### src/rtl/mem_array_rf_pkg.sv
// mem_array_rf_pkg
//   Shared types and constants for the word-addressed storage array:
//   - clr_state_t : bulk-clear sequencer state (IDLE, CLEAR)
//   - DEF_DATA_W  : default word width
//   - addr_w_for  : address width needed to reach every word of a given depth
package mem_array_rf_pkg;

  typedef enum logic {
    IDLE  = 1'b0,
    CLEAR = 1'b1
  } clr_state_t;

  localparam int DEF_DATA_W = 8;

  // Parents use this to size ADDR_W from DEPTH; a depth of 2 still needs one bit.
  function automatic int unsigned addr_w_for(input int unsigned depth);
    return (depth <= 2) ? 1 : $clog2(depth);
  endfunction

endpackage

### src/rtl/mem_clear_seq.sv
// mem_clear_seq
//   Bulk-clear sequencer: on clr_req in IDLE it walks every word address
//   0..DEPTH-1, one per cycle, then returns to IDLE. A clear takes exactly
//   DEPTH cycles and cannot be restarted or extended while running.
// Ports:
//   clk      in   system clock
//   rst_n    in   asynchronous active-low reset
//   clr_req  in   start request (pulse or level), sampled only in IDLE
//   clr_busy out  registered, high for the whole clear
//   clr_addr out  word currently being cleared
//   clr_we   out  clear write strobe for clr_addr
module mem_clear_seq
  import mem_array_rf_pkg::*;
#(
  parameter int DEPTH  = 16,
  parameter int ADDR_W = 4
) (
  input  logic              clk,
  input  logic              rst_n,
  input  logic              clr_req,
  output logic              clr_busy,
  output logic [ADDR_W-1:0] clr_addr,
  output logic              clr_we
);

  // Terminal count is DEPTH-1, not all-ones, so non-power-of-two depths work.
  localparam logic [ADDR_W-1:0] LAST_ADDR = ADDR_W'(DEPTH - 1);

  clr_state_t        state;
  logic [ADDR_W-1:0] cnt;

  always_ff @(posedge clk or negedge rst_n) begin
    if (!rst_n) begin
      state    <= IDLE;
      cnt      <= '0;
      clr_busy <= 1'b0;
    end else begin
      case (state)
        IDLE: begin
          if (clr_req) begin
            state    <= CLEAR;
            cnt      <= '0;
            clr_busy <= 1'b1;
          end
        end
        CLEAR: begin
          if (cnt == LAST_ADDR) begin
            state    <= IDLE;
            cnt      <= '0;
            clr_busy <= 1'b0;
          end else begin
            cnt <= cnt + 1'b1;
          end
        end
        default: begin
          state    <= IDLE;
          cnt      <= '0;
          clr_busy <= 1'b0;
        end
      endcase
    end
  end

  assign clr_addr = cnt;
  assign clr_we   = (state == CLEAR);

endmodule

### src/rtl/mem_array_rf.sv
// mem_array_rf
//   Clocked array of DEPTH words x DATA_W bits with a registered read port
//   (write-first on same-cycle read/write), address range checking and a
//   sequenced bulk-clear engine (mem_clear_seq).
// Ports:
//   clk        in   system clock, all updates on rising edge
//   rst_n      in   asynchronous active-low reset
//   addr       in   word address shared by read and write
//   din        in   write data
//   st         in   store strobe
//   mw         in   memory-write request
//   wr         in   register-write request
//   rd         in   read request
//   clr_req    in   start bulk clear
//   dout       out  registered read data (holds when no valid read)
//   dout_valid out  dout carries the previous cycle's read
//   clr_busy   out  clear engine active
//   err        out  one-cycle pulse for a rejected access
module mem_array_rf
  import mem_array_rf_pkg::*;
#(
  parameter int                DATA_W    = DEF_DATA_W,
  parameter int                DEPTH     = 16,
  parameter int                ADDR_W    = 4,
  parameter logic [DATA_W-1:0] RESET_VAL = '0
) (
  input  logic              clk,
  input  logic              rst_n,
  input  logic [ADDR_W-1:0] addr,
  input  logic [DATA_W-1:0] din,
  input  logic              st,
  input  logic              mw,
  input  logic              wr,
  input  logic              rd,
  input  logic              clr_req,
  output logic [DATA_W-1:0] dout,
  output logic              dout_valid,
  output logic              clr_busy,
  output logic              err
);

  // One extra bit so DEPTH == 2**ADDR_W is representable in the compare.
  localparam logic [ADDR_W:0] DEPTH_V = (ADDR_W + 1)'(DEPTH);

  logic [DATA_W-1:0] mem [DEPTH];

  logic              clr_we;
  logic [ADDR_W-1:0] clr_addr;
  logic              idle;
  logic              in_range;
  logic              wr_strobe;
  logic              we_user;
  logic              rd_ok;
  logic              reject;

  mem_clear_seq #(
    .DEPTH  (DEPTH),
    .ADDR_W (ADDR_W)
  ) u_clear_seq (
    .clk      (clk),
    .rst_n    (rst_n),
    .clr_req  (clr_req),
    .clr_busy (clr_busy),
    .clr_addr (clr_addr),
    .clr_we   (clr_we)
  );

  always_comb begin
    idle      = !clr_busy;
    in_range  = ({1'b0, addr} < DEPTH_V);
    wr_strobe = (mw | wr) & st;
    we_user   = wr_strobe & in_range & idle;
    rd_ok     = rd & in_range & idle;
    // Any attempted access that cannot be serviced, either out of range or
    // while the clear engine owns the array.
    reject    = (rd | wr_strobe) & !(in_range & idle);
  end

  // Storage. The clear engine and user writes are mutually exclusive in time
  // (user writes need IDLE), so the clear path simply takes priority.
  always_ff @(posedge clk or negedge rst_n) begin
    if (!rst_n) begin
      for (int unsigned i = 0; i < DEPTH; i++) begin
        mem[i] <= RESET_VAL;
      end
    end else if (clr_we) begin
      mem[clr_addr] <= RESET_VAL;
    end else if (we_user) begin
      mem[addr] <= din;
    end
  end

  // Read and write share addr, so a concurrent write is always to the
  // read address: forward din to get write-first behaviour.
  always_ff @(posedge clk or negedge rst_n) begin
    if (!rst_n) begin
      dout       <= '0;
      dout_valid <= 1'b0;
      err        <= 1'b0;
    end else begin
      err <= reject;
      if (rd_ok) begin
        dout       <= we_user ? din : mem[addr];
        dout_valid <= 1'b1;
      end else begin
        dout_valid <= 1'b0;
      end
    end
  end

endmodule

### config.mk
export PLATFORM = sky130hd
export DESIGN_NAME = mem_array_rf
export DESIGN_NICKNAME = d
export VERILOG_FILES = /design/src/rtl/mem_array_rf_pkg.sv /design/src/rtl/mem_clear_seq.sv /design/src/rtl/mem_array_rf.sv
export SDC_FILE = /design/constraint.sdc
export NUM_CORES = 1
export LEC_CHECK = 0
export BUFFER_PORTS_ARGS = -buffer_cell sky130_fd_sc_hd__buf_2
export CAP_MARGIN = 30
export CORE_MARGIN = 2
export CORE_UTILIZATION = 37
export CTS_CLUSTER_DIAMETER = 120
export CTS_CLUSTER_SIZE = 10
export DETAILED_ROUTE_END_ITERATION = 8
export SLEW_MARGIN = 20
export SYNTH_ARGS = -nofsm -noshare
export SYNTH_HDL_FRONTEND = slang
export SYNTH_SLANG_ARGS = --single-unit
### constraint.sdc
create_clock -name clk -period 2.2 [get_ports clk]
set_clock_uncertainty 0.15 [all_clocks]
set_input_delay 0.33 -clock clk [delete_from_list [all_inputs] [get_ports clk]]
set_output_delay 0.33 -clock clk [all_outputs]
set_load 0.005 [all_outputs]
# Word-level counts from Yosys, hierarchy flattened
# Cells that the tools add are included.
dict set report word_totals {
  reg_bits 144
  inputBits 19
  out_inout_bits 11
}
dict set report op_classes {
  n_addsub 1
  magnitude_cmp 4
  n_eq_ne 3
  n_mux 21
  n_bitwise 11
  n_reduce_logical 5
}
# operator n
set op_table {}
lappend op_table {{$mux W128} 2}
lappend op_table {{$and A128 B128 Y128} 1}
lappend op_table {{$bwmux W128} 1}
lappend op_table {{$not A128 Y128} 1}
lappend op_table {{$demux W8 S4} 2}
lappend op_table {{$mux W8} 5}
lappend op_table {{$bmux W8 S4} 1}
lappend op_table {{$ge A5 B5 Y1 const B} 2}
lappend op_table {{$lt A5 B1 Y1 const B} 2}
lappend op_table {{$not A4 Y5} 2}
lappend op_table {{$mux W4} 2}
lappend op_table {{$pmux W4 S2} 1}
lappend op_table {{$mux W1} 5}
lappend op_table {{$add A4 B1 Y4 const B} 1}
lappend op_table {{$and A1 B1 Y1} 4}
lappend op_table {{$eq A4 B4 Y1 const B} 1}
lappend op_table {{$ne A2 B2 Y1 const B} 2}
lappend op_table {{$pmux W1 S2} 2}
lappend op_table {{$logic_and A1 B1 Y1} 2}
lappend op_table {{$or A1 B1 Y1} 2}
lappend op_table {{$reduce_and A2 Y1} 1}
lappend op_table {{$reduce_bool A2 Y1} 1}
lappend op_table {{$logic_not A1 Y1} 1}
lappend op_table {{$not A1 Y1} 1}

# Logic depth before layout (Yosys ltp)
dict set report depth {
  ltp_word 8
  mapped_depth 7
}

# Modules after synthesis
# A second synthesis with hierarchy kept.
dict set report unflattened {
  cells_unflattened 766
  area_unflattened_um2 7358.3
}
# module instances cells_per_inst area_per_inst_um2 seq_area_each_um2
set by_module_without_submodules {}
lappend by_module_without_submodules {mem_array_rf 1 738 7051.8 3453.3}
lappend by_module_without_submodules {mem_clear_seq 1 28 306.5 150.1}

# Worst setup path after synthesis
# Ideal clock, no wire load.
dict set report synth_timing {
  kind {reg2reg}
  startpoint {register u_clear_seq.clr_busy}
  endpoint {register mem[10] (netlist name)}
  setup_ps 137
  arrival_ps 1607
  setup_slack_ps 306
  path_stages_with_launch 5
  n_path_buf 0
  period_less_slack_ps 1894
  path_cell_list {dfrtp_1 -> or2b_2 -> nor4_4 -> nand3_2 -> mux2i_1}
}
dict set report synth_via {
  elab_chain_len 3
}
# item line_no
set synth_lines {}
lappend synth_lines {{start: declaration} mem_clear_seq.sv:21} ;# output logic clr_busy,
lappend synth_lines {{start signal: assignment} mem_clear_seq.sv:36} ;# clr_busy <= 1'b0;
lappend synth_lines {{start signal: assignment} mem_clear_seq.sv:43} ;# clr_busy <= 1'b1;
lappend synth_lines {{start signal: assignment} mem_clear_seq.sv:50} ;# clr_busy <= 1'b0;
lappend synth_lines {{$logic_not A1 Y1} mem_array_rf.sv:69} ;# idle = !clr_busy;
lappend synth_lines {{$and A1 B1 Y1} mem_array_rf.sv:72} ;# we_user = wr_strobe & in_range & idle;
lappend synth_lines {{$reduce_bool A2 Y1 (no source line)} n/a}
lappend synth_lines {{end signal: indexed assignment} mem_array_rf.sv:89} ;# mem[addr] <= din;
lappend synth_lines {{end: declaration} mem_array_rf.sv:45} ;# logic [DATA_W-1:0] mem [DEPTH];
# Every way passes these cells.
# A chain may end at the register's enable or synchronous reset.

# Final worst setup path
dict set report layout_timing {
  startpoint {register u_clear_seq.clr_busy}
  endpoint {register dout[4]}
}
dict set report layout_via {
  elab_chain_len 3
}
# item line_no
set layout_lines {}
lappend layout_lines {{$logic_not A1 Y1 (*)} mem_array_rf.sv:69}
lappend layout_lines {{$and A1 B1 Y1} mem_array_rf.sv:72}
lappend layout_lines {{$mux W8} mem_array_rf.sv:103} ;# dout <= we_user ? din : mem[addr];
lappend layout_lines {{end signal: assignment} mem_array_rf.sv:103}
lappend layout_lines {{end: declaration} mem_array_rf.sv:36} ;# output logic [DATA_W-1:0] dout,
# Mark *: on every way between the ends. The rest lies on a longest branch, timed or not.

==> summary.md <==
| Metric | Value |
|---|---|
| Final Hold Viols | 0 |
| Critical path class | register to register |
| Share of flip-flops with an asynchronous set or reset | 100% |
| Crit path launch | u_clear_seq.clr_busy |
| CTS tree | done |
| FF-to-FF path depth | 5 |
| Outcome | complete, no violations |
| DR vias/cell | 5.36 |
| Slew Limit Fails | 0 |
| Iter 0 DRT Violations | 372 |
| Setup_tns | 0 ps |
| Mapped Area | 7170 um2 |
| EDFF count, synth | 0 |
| End of the worst hold path | dout[6] |
| Antenna viol nets, final | 0 |
| CTS H-tree lvls | 4 |
| DR DRC count | 0 |
| Rows | 50 |
| Clock Tree Buf Depth | 2 |
| Most frequent cells in the layout | mux2i_1 (151), nand2_1 (150), dfrtp_1 (144), buf_2 (28), mux4_2 (24) |
| Arrival @ worst endpoint | 2180 ps |
| Num CTS Buffers | 17 |
| First-pass GRT wire length | 30400 um |
| Final instance area | 8340 um2 |
| Clk pwr share | 28.4% |
| DR pass1 iterations | 5 |
| Syn_area_per_cell | 11.6 um2 |
| # clock sinks | 144 |
| Vias in the first global route | 5304 |
| Power density cells | 1220 nW/um2 |
| Power share of the combinational group | 27.7% |
| Max IR drop VDD | 0.000534 V |
| GRT Total Usage | 20.0% |
| Switching share of total power | 33.2% |
| Post-Route WL | 18900 um |
| Required time of the critical path | 2340 ps |
| Initial core utilization | 38.1% |
| Crit start category | register |
| Primary FF master, synth | dfrtp_1 |
| Worst Hold Class | input port to register |
| Netlist cell types | 42 |
| Tmin final | 2040 ps |
| Clock latency on the worst-skew pair | 420 ps |
| IO Count | 30 |
| Die ar. | 20500 um2 |
| Unrepaired setup endpoints after global routing | no |
| Final-report setup violation count | 0 |
| Initial antenna violation count | 0 |
| Max_cap viols | 0 |
| Sequential share of the synthesized area | 50.3% |
| Port bufs | 29 |
| R2R Setup Slk | 160 ps |
| Cell count after synthesis | 617 |
| CTS root buf | clkbuf_16 |
| Die Y | 143 um |
| Commonest non-fill, non-tap cell in the layout | mux2i_1 |
| Hpwl dp | 12900 um |
| Clock transition at the registers of the reported paths | 60 ps |
| Worst hold start | din[6] |
| Fraction of layout cells with a size suffix above 1 | 19.7% |
| P_int | 6.78 mW |
| Sequential share of power | 43.9% |
| Post-synthesis net count | 642 |
| Ant diodes | 0 |
| Area added between synthesis and finish | 16.2% |
| Slew at the pin closest to its max-slew limit | 758 ps |
| CP Capture Type | register |
| Leak pwr | 4.53 nW |
| Layout Nets | 682 |
| #FFs+latches synth | 144 |
| Tcrit/Tclk final | 92.8% |
| FMAX | 490 MHz |
| Largest net degree at the start of global routing | 54 |
| GRT overflow | 0 |
| Relative slew slack | 49.4% |
| Die X-Extent | 143 um |
| Via count | 4987 |
| GP Congestion | 0.812 |
| Crit-path max FO | 10 |
| DP Area | 7710 um2 |
| Worst r2r src | u_clear_seq.clr_busy |
| Area of the core | 18800 um2 |
| Hold Path Depth | 3 |
| Worst R2R End | dout[4] |
| Routed length per placed instance | 20.3 um |
| Synthesis Warnings | 0 |
| NetSw | 3.37 mW |
| Setup bufs post-CTS | 0 |
power by group through the flow:
| stage | Sequential [mW] | Clock [mW] | Combinational (mW) |
|---|---|---|---|
| 2_1_floorplan | 4.28 | 0 | 1.95 |
| 3_3_place_gp | 4.43 | 0 | 2.70 |
| 3_5_place_dp | 4.48 | 0 | 2.82 |
| 4_1_cts | 4.44 | 2.94 | 2.84 |
| 5_1_grt | 4.58 | 3.07 | 3.16 |
| 6_report | 4.45 | 2.88 | 2.81 |
sequential cells by signal (all words and copies together) (netlist names):
register / count
dout_valid: 1
u_clear_seq.clr_busy: 1
err: 1
u_clear_seq.clr_we: 1
mem: 128
u_clear_seq.clr_addr: 4
dout: 8
worst max-delay path by stage:
stage	slack, ps	end
final	160	dout[4]
after global placement	0.1	dout[3]
after detailed placement	-20	dout[3]
after CTS	90	dout[4]
after global routing	80	mem[67]
after floorplan	310	mem[10]
synthesized netlist by cell type, types with 3 or more instances:
cell type	number	area, um2
nand2_1	150	563
ha_1	6	75.1
nand2_2	8	50.1
mux2i_1	151	1510
nor4_1	4	25.0
clkbuf_1	16	60.1
buf_4	3	22.5
nand3_1	3	15.0
nand3_2	4	40.0
or2_2	5	31.3
inv_1	13	48.8
o21ai_0	3	15.0
o22ai_1	13	81.3
a211oi_1	3	22.5
a21oi_1	8	40.0
nand3b_1	6	45.0
nor2_1	6	22.5
buf_2	11	55.1
mux4_2	24	541
nand2b_1	3	18.8
dfrtp_1	144	3600
nor4_4	3	63.8
nor2b_1	3	18.8
nor3_1	4	20.0
metal layers:
metal	GRT usage [%]	up-vias	routed length, um
li1	-	2255	-
met1	26.3	2587	8380
met2	32.7	128	9260
met3	5.20	17	977
met4	5.62	0	278
met5	0	-	0
cell families (layout without fill, tap and decap cells):
family | after synthesis | after routing | synth area share, %
and+or+nand+nor | 210 | 210 | 13.9
adders and majority gates | 6 | 6 | 1.05
DFF | 144 | 144 | 50.3
xor gates and xnor gates | 1 | 1 | 0.122
AOI/OAI and AO/OA | 37 | 37 | 3.28
buffers and inverters | 44 | 97 | 2.76
muxes | 175 | 175 | 28.6
worst max-delay path: stages, from the launching register on:
cell and delay (ps):
dfrtp_1 410, and2b_2 390, nand2_1 220, buf_4 240, nor4_2 360, a31oi_1 130
final cells by class:
cell class	instances	area, um2
clock buffer	18	439
clock inverter	14	158
fill	1742	10500
inverter	13	48.8
multi-input combinational	429	3380
sequential	144	3600
tap	260	325
timing repair buffer	52	379
stage by stage:
stage / power, mW / cells / util [%] / worst slack (ps) / hold WS, ps
floorplan: 6.23 / 617 / - / 306 / -116
CTS: 10.2 / 930 / 44.2 / 92.6 / 2.16
global route: 10.8 / 930 / 44.3 / 75.5 / 45.8
global placement: 7.12 / 896 / 40.9 / 0.104 / 142
finish: 10.1 / 930 / 44.3 / 158 / 15.2
detailed placement: 7.30 / 896 / 40.9 / -16.8 / 151
what timing repair did:
| action | in CTS | in global routing |
|---|---|---|
| setup endpoints to repair | 0 | 3 |
| hold buffers | 2 | 0 |
| hold endpoints to repair | 43 | 0 |
| resized for setup | 0 | 3 |
No activity file was read; power rests on OpenSTA's default activity.
